==> src/rtl/dual_port_mem_arb_pkg.sv <==
// Shared types, defaults and the reference round-robin pick for dual_port_mem_arbiter.
// The optional statistics outputs of the top are enabled by MEM_ARB_STATS_EN.
package dual_port_mem_arb_pkg;

  localparam int DEF_WIDTH    = 8;
  localparam int DEF_ADDR     = 10;
  localparam int DEF_NREQ     = 4;
  localparam int DEF_MAX_LOCK = 16;

  typedef logic [0:0] arb_state_t;
  localparam arb_state_t ST_IDLE   = 1'b0;
  localparam arb_state_t ST_LOCKED = 1'b1;

  // One-hot pick of the first valid bit at or above ptr, wrapping. Bits above
  // NREQ are expected to be zero, which makes the wrap equivalent to mod NREQ.
  function automatic logic [7:0] rr_pick(input logic [7:0] valid, input logic [2:0] ptr);
    logic [7:0] grant;
    logic [2:0] idx;
    logic       found;
    grant = '0;
    found = 1'b0;
    for (int i = 0; i < 8; i++) begin
      idx = ptr + 3'(i);
      if (!found && valid[idx]) begin
        grant[idx] = 1'b1;
        found      = 1'b1;
      end
    end
    return grant;
  endfunction

endpackage

==> src/rtl/dual_port_mem_arbiter_rr_grant.sv <==
// Combinational round-robin grant: rotate valid so ptr sits at bit 0, isolate the
// lowest set bit, rotate back.
module rr_grant #(
  parameter int NREQ = 4,
  parameter int PW   = $clog2(NREQ)
) (
  input  logic [NREQ-1:0] i_valid,
  input  logic [PW-1:0]   i_ptr,
  output logic [NREQ-1:0] o_grant
);

  logic [NREQ-1:0] rot;
  logic [NREQ-1:0] pri;
  logic [PW-1:0]   idx;

  always_comb begin
    rot     = '0;
    o_grant = '0;
    idx     = '0;
    for (int j = 0; j < NREQ; j++) begin
      idx    = PW'((j + int'(i_ptr)) % NREQ);
      rot[j] = i_valid[idx];
    end
    pri = rot & (~rot + 1'b1);
    for (int j = 0; j < NREQ; j++) begin
      idx          = PW'((j + int'(i_ptr)) % NREQ);
      o_grant[idx] = pri[j];
    end
  end

endmodule

==> src/rtl/dual_port_mem_arbiter.sv <==
// Round-robin arbiter with locked bursts sharing one memory-bank port among NREQ requesters.
// Define MEM_ARB_STATS_EN to add o_grant_cnt and o_force_release.
module dual_port_mem_arbiter
  import dual_port_mem_arb_pkg::*;
#(
  parameter int WIDTH    = DEF_WIDTH,
  parameter int ADDR     = DEF_ADDR,
  parameter int NREQ     = DEF_NREQ,
  parameter int MAX_LOCK = DEF_MAX_LOCK
) (
  input  logic                  i_clk,
  input  logic                  i_rst,
  input  logic [NREQ-1:0]       i_req_valid,
  input  logic [NREQ-1:0]       i_req_we,
  input  logic [NREQ-1:0]       i_req_lock,
  input  logic [NREQ*ADDR-1:0]  i_req_addr,
  input  logic [NREQ*WIDTH-1:0] i_req_din,
  output logic [NREQ-1:0]       o_req_ready,
  output logic [NREQ-1:0]       o_rsp_valid,
  output logic [WIDTH-1:0]      o_rsp_data,
  output logic                  o_en,
  output logic                  o_we,
  output logic [ADDR-1:0]       o_addr,
  output logic [WIDTH-1:0]      o_din,
  input  logic [WIDTH-1:0]      i_dout,
`ifdef MEM_ARB_STATS_EN
  output logic [NREQ*16-1:0]    o_grant_cnt,
  output logic                  o_force_release,
`endif
  output arb_state_t            o_dbg_state
);

  localparam int PW = $clog2(NREQ);

  // Handshake: a command moves when i_req_valid[k] && o_req_ready[k] on a rising edge;
  // ready is a function of valid and arbiter state only, and valid must never wait on ready.
  arb_state_t       state_q, state_d;
  logic [PW-1:0]    owner_q, owner_d, ptr_q, ptr_d;
  logic [7:0]       lock_cnt_q, lock_cnt_d;
  logic             en_q, en_d, we_q, we_d;
  logic [ADDR-1:0]  addr_q, addr_d;
  logic [WIDTH-1:0] din_q, din_d;
  logic [NREQ-1:0]  tag1_q, tag1_d, tag2_q, tag2_d;

  logic [NREQ-1:0]  rr_gnt, owner_oh, ready_c;
  logic [PW-1:0]    sel_idx, sel_nxt, owner_nxt;
  logic             sel_we, sel_lock, xfer;
  logic [ADDR-1:0]  sel_addr;
  logic [WIDTH-1:0] sel_din;

  rr_grant #(.NREQ(NREQ), .PW(PW)) u_rr_grant (
    .i_valid (i_req_valid),
    .i_ptr   (ptr_q),
    .o_grant (rr_gnt)
  );

  always_comb begin
    owner_oh          = '0;
    owner_oh[owner_q] = 1'b1;
    ready_c = (state_q == ST_LOCKED) ? (i_req_valid & owner_oh) : rr_gnt;
    if (i_rst) ready_c = '0;
  end

  always_comb begin
    sel_idx  = '0;
    sel_we   = 1'b0;
    sel_lock = 1'b0;
    sel_addr = '0;
    sel_din  = '0;
    for (int k = 0; k < NREQ; k++) begin
      if (ready_c[k]) begin
        sel_idx  = PW'(k);
        sel_we   = i_req_we[k];
        sel_lock = i_req_lock[k];
        sel_addr = i_req_addr[k*ADDR +: ADDR];
        sel_din  = i_req_din[k*WIDTH +: WIDTH];
      end
    end
    xfer      = |ready_c;
    sel_nxt   = (sel_idx == PW'(NREQ-1)) ? '0 : sel_idx + 1'b1;
    owner_nxt = (owner_q == PW'(NREQ-1)) ? '0 : owner_q + 1'b1;
  end

  // In LOCKED a missing transfer means the owner dropped valid, which ends the burst.
  always_comb begin
    state_d    = state_q;
    owner_d    = owner_q;
    ptr_d      = ptr_q;
    lock_cnt_d = lock_cnt_q;
    case (state_q)
      ST_IDLE: begin
        if (xfer) begin
          ptr_d = sel_nxt;
          if (sel_lock) begin
            state_d    = ST_LOCKED;
            owner_d    = sel_idx;
            lock_cnt_d = 8'd1;
          end
        end
      end
      default: begin
        if (!xfer || !sel_lock || (lock_cnt_q + 8'd1 == 8'(MAX_LOCK))) begin
          state_d    = ST_IDLE;
          ptr_d      = owner_nxt;
          lock_cnt_d = '0;
        end else begin
          lock_cnt_d = lock_cnt_q + 8'd1;
        end
      end
    endcase
  end

  always_comb begin
    en_d   = xfer;
    we_d   = xfer & sel_we;
    addr_d = xfer ? sel_addr : addr_q;
    din_d  = xfer ? sel_din : din_q;
    tag1_d = (xfer && !sel_we) ? ready_c : '0;
    tag2_d = tag1_q;
  end

  always_ff @(posedge i_clk) begin
    if (i_rst) begin
      state_q    <= ST_IDLE;
      owner_q    <= '0;
      ptr_q      <= '0;
      lock_cnt_q <= '0;
      en_q       <= 1'b0;
      we_q       <= 1'b0;
      addr_q     <= '0;
      din_q      <= '0;
      tag1_q     <= '0;
      tag2_q     <= '0;
    end else begin
      state_q    <= state_d;
      owner_q    <= owner_d;
      ptr_q      <= ptr_d;
      lock_cnt_q <= lock_cnt_d;
      en_q       <= en_d;
      we_q       <= we_d;
      addr_q     <= addr_d;
      din_q      <= din_d;
      tag1_q     <= tag1_d;
      tag2_q     <= tag2_d;
    end
  end

  assign o_req_ready = ready_c;
  assign o_rsp_valid = tag2_q;
  assign o_rsp_data  = i_dout;
  assign o_en        = en_q;
  assign o_we        = we_q;
  assign o_addr      = addr_q;
  assign o_din       = din_q;
  assign o_dbg_state = state_q;

`ifdef MEM_ARB_STATS_EN
  logic [15:0] gcnt_q [NREQ];
  logic [15:0] gcnt_d [NREQ];
  logic        force_q, force_d;

  always_comb begin
    force_d = (state_q == ST_LOCKED) && xfer && sel_lock &&
              (lock_cnt_q + 8'd1 == 8'(MAX_LOCK));
    for (int k = 0; k < NREQ; k++) begin
      gcnt_d[k] = gcnt_q[k];
      if (ready_c[k] && (gcnt_q[k] != 16'hFFFF)) gcnt_d[k] = gcnt_q[k] + 16'd1;
    end
  end

  always_ff @(posedge i_clk) begin
    if (i_rst) begin
      force_q <= 1'b0;
      for (int k = 0; k < NREQ; k++) gcnt_q[k] <= '0;
    end else begin
      force_q <= force_d;
      for (int k = 0; k < NREQ; k++) gcnt_q[k] <= gcnt_d[k];
    end
  end

  always_comb begin
    o_grant_cnt = '0;
    for (int k = 0; k < NREQ; k++) o_grant_cnt[k*16 +: 16] = gcnt_q[k];
  end

  assign o_force_release = force_q;
`endif

endmodule

==> config.mk <==
export PLATFORM = sky130hd
export DESIGN_NAME = dual_port_mem_arbiter
export DESIGN_NICKNAME = d
export VERILOG_FILES = /design/src/rtl/dual_port_mem_arb_pkg.sv /design/src/rtl/dual_port_mem_arbiter_rr_grant.sv /design/src/rtl/dual_port_mem_arbiter.sv
export SDC_FILE = /design/constraint.sdc
export NUM_CORES = 1
export LEC_CHECK = 0
export ABC_AREA = 1
export BUFFER_PORTS_ARGS = -buffer_cell sky130_fd_sc_hd__clkbuf_2
export CAP_MARGIN = 20
export CORE_AREA = 5 5 98 100
export CTS_BUF_LIST = sky130_fd_sc_hd__clkbuf_4
export DETAILED_ROUTE_END_ITERATION = 16
export DIE_AREA = 0 0 103 105
export PLACE_DENSITY = 0.65
export SYNTH_ARGS = -nofsm -noshare
export SYNTH_HDL_FRONTEND = slang
export SYNTH_HIERARCHICAL = 1
export SYNTH_SLANG_ARGS = --single-unit
==> constraint.sdc <==
create_clock -name i_clk -period 8.2 [get_ports i_clk]
set_clock_uncertainty 0.15 [all_clocks]
set_input_delay 1.64 -clock i_clk [delete_from_list [all_inputs] [get_ports i_clk]]
set_output_delay 1.64 -clock i_clk [all_outputs]
set_load 0.01 [all_outputs]
==> flow_summary.json <==
{
  "synth_warnings": 6,
  "cts-root-buf": "clkbuf_4",
  "clkLatencyLatePin_ps": 360,
  "vdd_drop_max_mv": 0.133,
  "drtPass1Iterations": 4,
  "drtIter0Drc": 177,
  "crit_start": "i_req_valid[3]",
  "avgSynthCellArea_sq_um": 6.71,
  "gp_congestion": 0.866,
  "grt_pass1_wl_mm": 14.3,
  "power_leakage_nw": 1.81,
  "critical-path-slowest-cell": "clkinv_1",
  "reg2reg_slack_ps": 4630,
  "fin_setup_tns_ps": 0,
  "cp_top_family": "simple AND/OR/NAND/NOR gates",
  "critical_path_buf_inv_count": 3,
  "min_from": "tag1_q[1]$_SDFF_PP0_",
  "hold_slack_ps": 264,
  "avgRoutedWirePerCell_um": 13.4,
  "fmax_mhz": 181,
  "finalWirelength_mm": 8.44,
  "yosys.area.top_type_share_pct": 29.0,
  "critPathArrivalTime_ps": 3740,
  "cp.required_ps": 6410,
  "synth_area_sq_mm": 0.00283,
  "die_w_um": 103,
  "async_reset_ff_share_pct": 0,
  "coreArea_sq_mm": 0.00859,
  "tritoncts": "yes",
  "slew_headroom_pct": 64.8,
  "grt_util_all_layers_pct": 16.0,
  "row_count": 34,
  "ys_seq_elements": 41,
  "finalHoldViolCount": 0,
  "status": "finished clean",
  "synth_cell_types": 37,
  "detailed_place_hpwl_mm": 6.89,
  "finalSetupViolations": 0,
  "synthCells": 422,
  "holdBufCountCts": 0,
  "grt_overflow": 0,
  "cts-resized-gates": 0,
  "die_y_um": 105,
  "worst_setup_path_end_kind": "primary output",
  "hold_class": "reg2reg",
  "seq_area_frac_synth_pct": 29.0,
  "drive_above_1_share_pct": 30.8,
  "num-nets-final": 628,
  "num_vias": 3089,
  "drv_cap": 0,
  "numPortBuffers": 114,
  "synthFlopType": "dfxtp_1",
  "vias_per_cell": 4.90,
  "synth_edf_count": 0,
  "cts_buffers": 5,
  "cp_cell_sequence": "clkbuf_2 > nand2_1 > nand3_2 > nand2_4 > nand2_1 > o21ai_0 > nand2_1 > nand3_2 > nand2_1 > o21ai_2 > nand2_4 > clkinv_1 > clkbuf_2",
  "num_antenna_cells": 0,
  "synth_top_cells_by_area": "dfxtp_1 29%, nand2_1 18%, nand3_1 10%",
  "postCtsSetupBuffers": 0,
  "ant_nets": 0,
  "synth_common_cells": "135 x nand2_1, 58 x nand3_1, 41 x dfxtp_1, 29 x inv_1, 25 x nor2_1",
  "slowest_delay_ps": 530,
  "r2r-start": "ptr_q[0]$_SDFFE_PP0P_",
  "path_clk_slew_ps": 130,
  "clock-sinks": 41,
  "clk_path_buf_depth": 2,
  "critical_path_class": "in2out",
  "area.growth.synth_to_final_pct": 22.9,
  "fin_crit_sh_pct": 67.4,
  "powerDensity_mw_per_mm2": 340,
  "synth_nets": 528,
  "synth_most_common_cell": "nand2_1",
  "start_util_pct": 32.9,
  "maxSlewViolCount": 0,
  "grt_pass1_vias": 3249,
  "worstPathMaxFanout": 28,
  "htreeDepth": 2,
  "min_period_ps": 5530,
  "rsz0062_at_grt": "no",
  "ioPinCount": 131,
  "worst_slew_pin_slew_ps": 525,
  "cp_common_cell": "nand2_1",
  "synth_top_area_cell": "dfxtp_1",
  "grt_max_degree": 29,
  "antenna_found_initial": 0,
  "drc": 0,
  "die_area_sq_mm": 0.0108,
  "crit_path_start_kind": "input port"
}
-- report_power, final --
| group | switching (mW) | leakage [nW] | internal, mW |
|---|---|---|---|
| clock | 0.0721 | 0.0456 | 0.0648 |
| sequential | 0.0481 | 0.337 | 0.265 |
| combinational | 0.478 | 1.43 | 0.257 |
-- kinds of logic after synthesis --
group	count (synthesis)	share of synthesized area (%)
AOI/OAI and AO/OA	57	12.5
xor gates and xnor gates	2	0.619
adders and majority gates	12	5.30
and+or+nand+nor	254	42.9
buffers and inverters	56	9.72
DFF	41	29.0
-- flip-flops by register name, summed over array words and instances, names as in the netlist --
name / count
o_addr: 10
lock_cnt_q: 8
o_din: 8
o_rsp_valid: 4
tag1_q: 4
owner_q: 2
ptr_q: 2
o_dbg_state: 1
o_en: 1
o_we: 1
-- cells in the final DEF, fill, tap and decap left out, drive strengths merged, types with 2 or more instances in the layout --
master | Yosys | final
a21oi | 21 | 21
inv | 32 | 33
ha | 12 | 12
nand2 | 149 | 149
nand4 | 3 | 3
o22ai | 2 | 2
a31oi | 4 | 4
clkbuf | 6 | 119
o211ai | 10 | 10
o21ai | 15 | 15
clkinv | 3 | 4
nor2 | 33 | 33
nand3 | 66 | 66
a22oi | 3 | 3
dfxtp | 41 | 41
-- final timing paths --
path,cells past startpoint,endpoint
worst max register to register,18,ptr_q[0]$_SDFFE_PP0P_
worst min-delay path,2,o_rsp_valid[1]$_SDFF_PP0_
worst min register to register,2,o_rsp_valid[1]$_SDFF_PP0_
worst max-delay path,13,o_req_ready[3]
-- layer usage --
metal,track usage [%],share of wire (%)
met1,19.7,43
met2,27.0,48
met3,3.60,6.8
met4,5.37,1.7
met5,0,0
-- metrics by stage --
stage                     cells  util (%)  power [mW]  worst slack (ps)  area (sq um)
after floorplan             422         -       0.866              3530          2830
after global placement      623      39.6        1.04              2790          3400
after detailed placement    623      39.6        1.05              2690          3400
after CTS                   631      40.5        1.19              2700          3480
after global routing        631      40.5        1.30              2480          3480
final                       631      40.5        1.18              2670          3480
-- area by class of cell --
| type | instances | area (sq um) |
|---|---|---|
| Fill cell | 917 | 5110 |
| Multi-Input combinational cell | 325 | 1740 |
| Sequential cell | 41 | 821 |
| Timing Repair Buffer | 114 | 571 |
| Inverter | 35 | 138 |
| Tap cell | 108 | 135 |
| Clock inverter | 3 | 43.8 |
| Clock buffer | 5 | 37.5 |
-- worst register-to-register path: cells and delay by family (launching register included) --
| family | cells | cell delay [ps] |
|---|---|---|
| buffers and inverters | 4 | 860 |
| AND/OR/NAND/NOR | 11 | 1360 |
| flip-flops | 1 | 590 |
| adder cells (fa/ha/maj) | 1 | 380 |
| AO/OA/AOI/OAI | 2 | 170 |
Note: power is estimated with default switching activity, not from simulation.
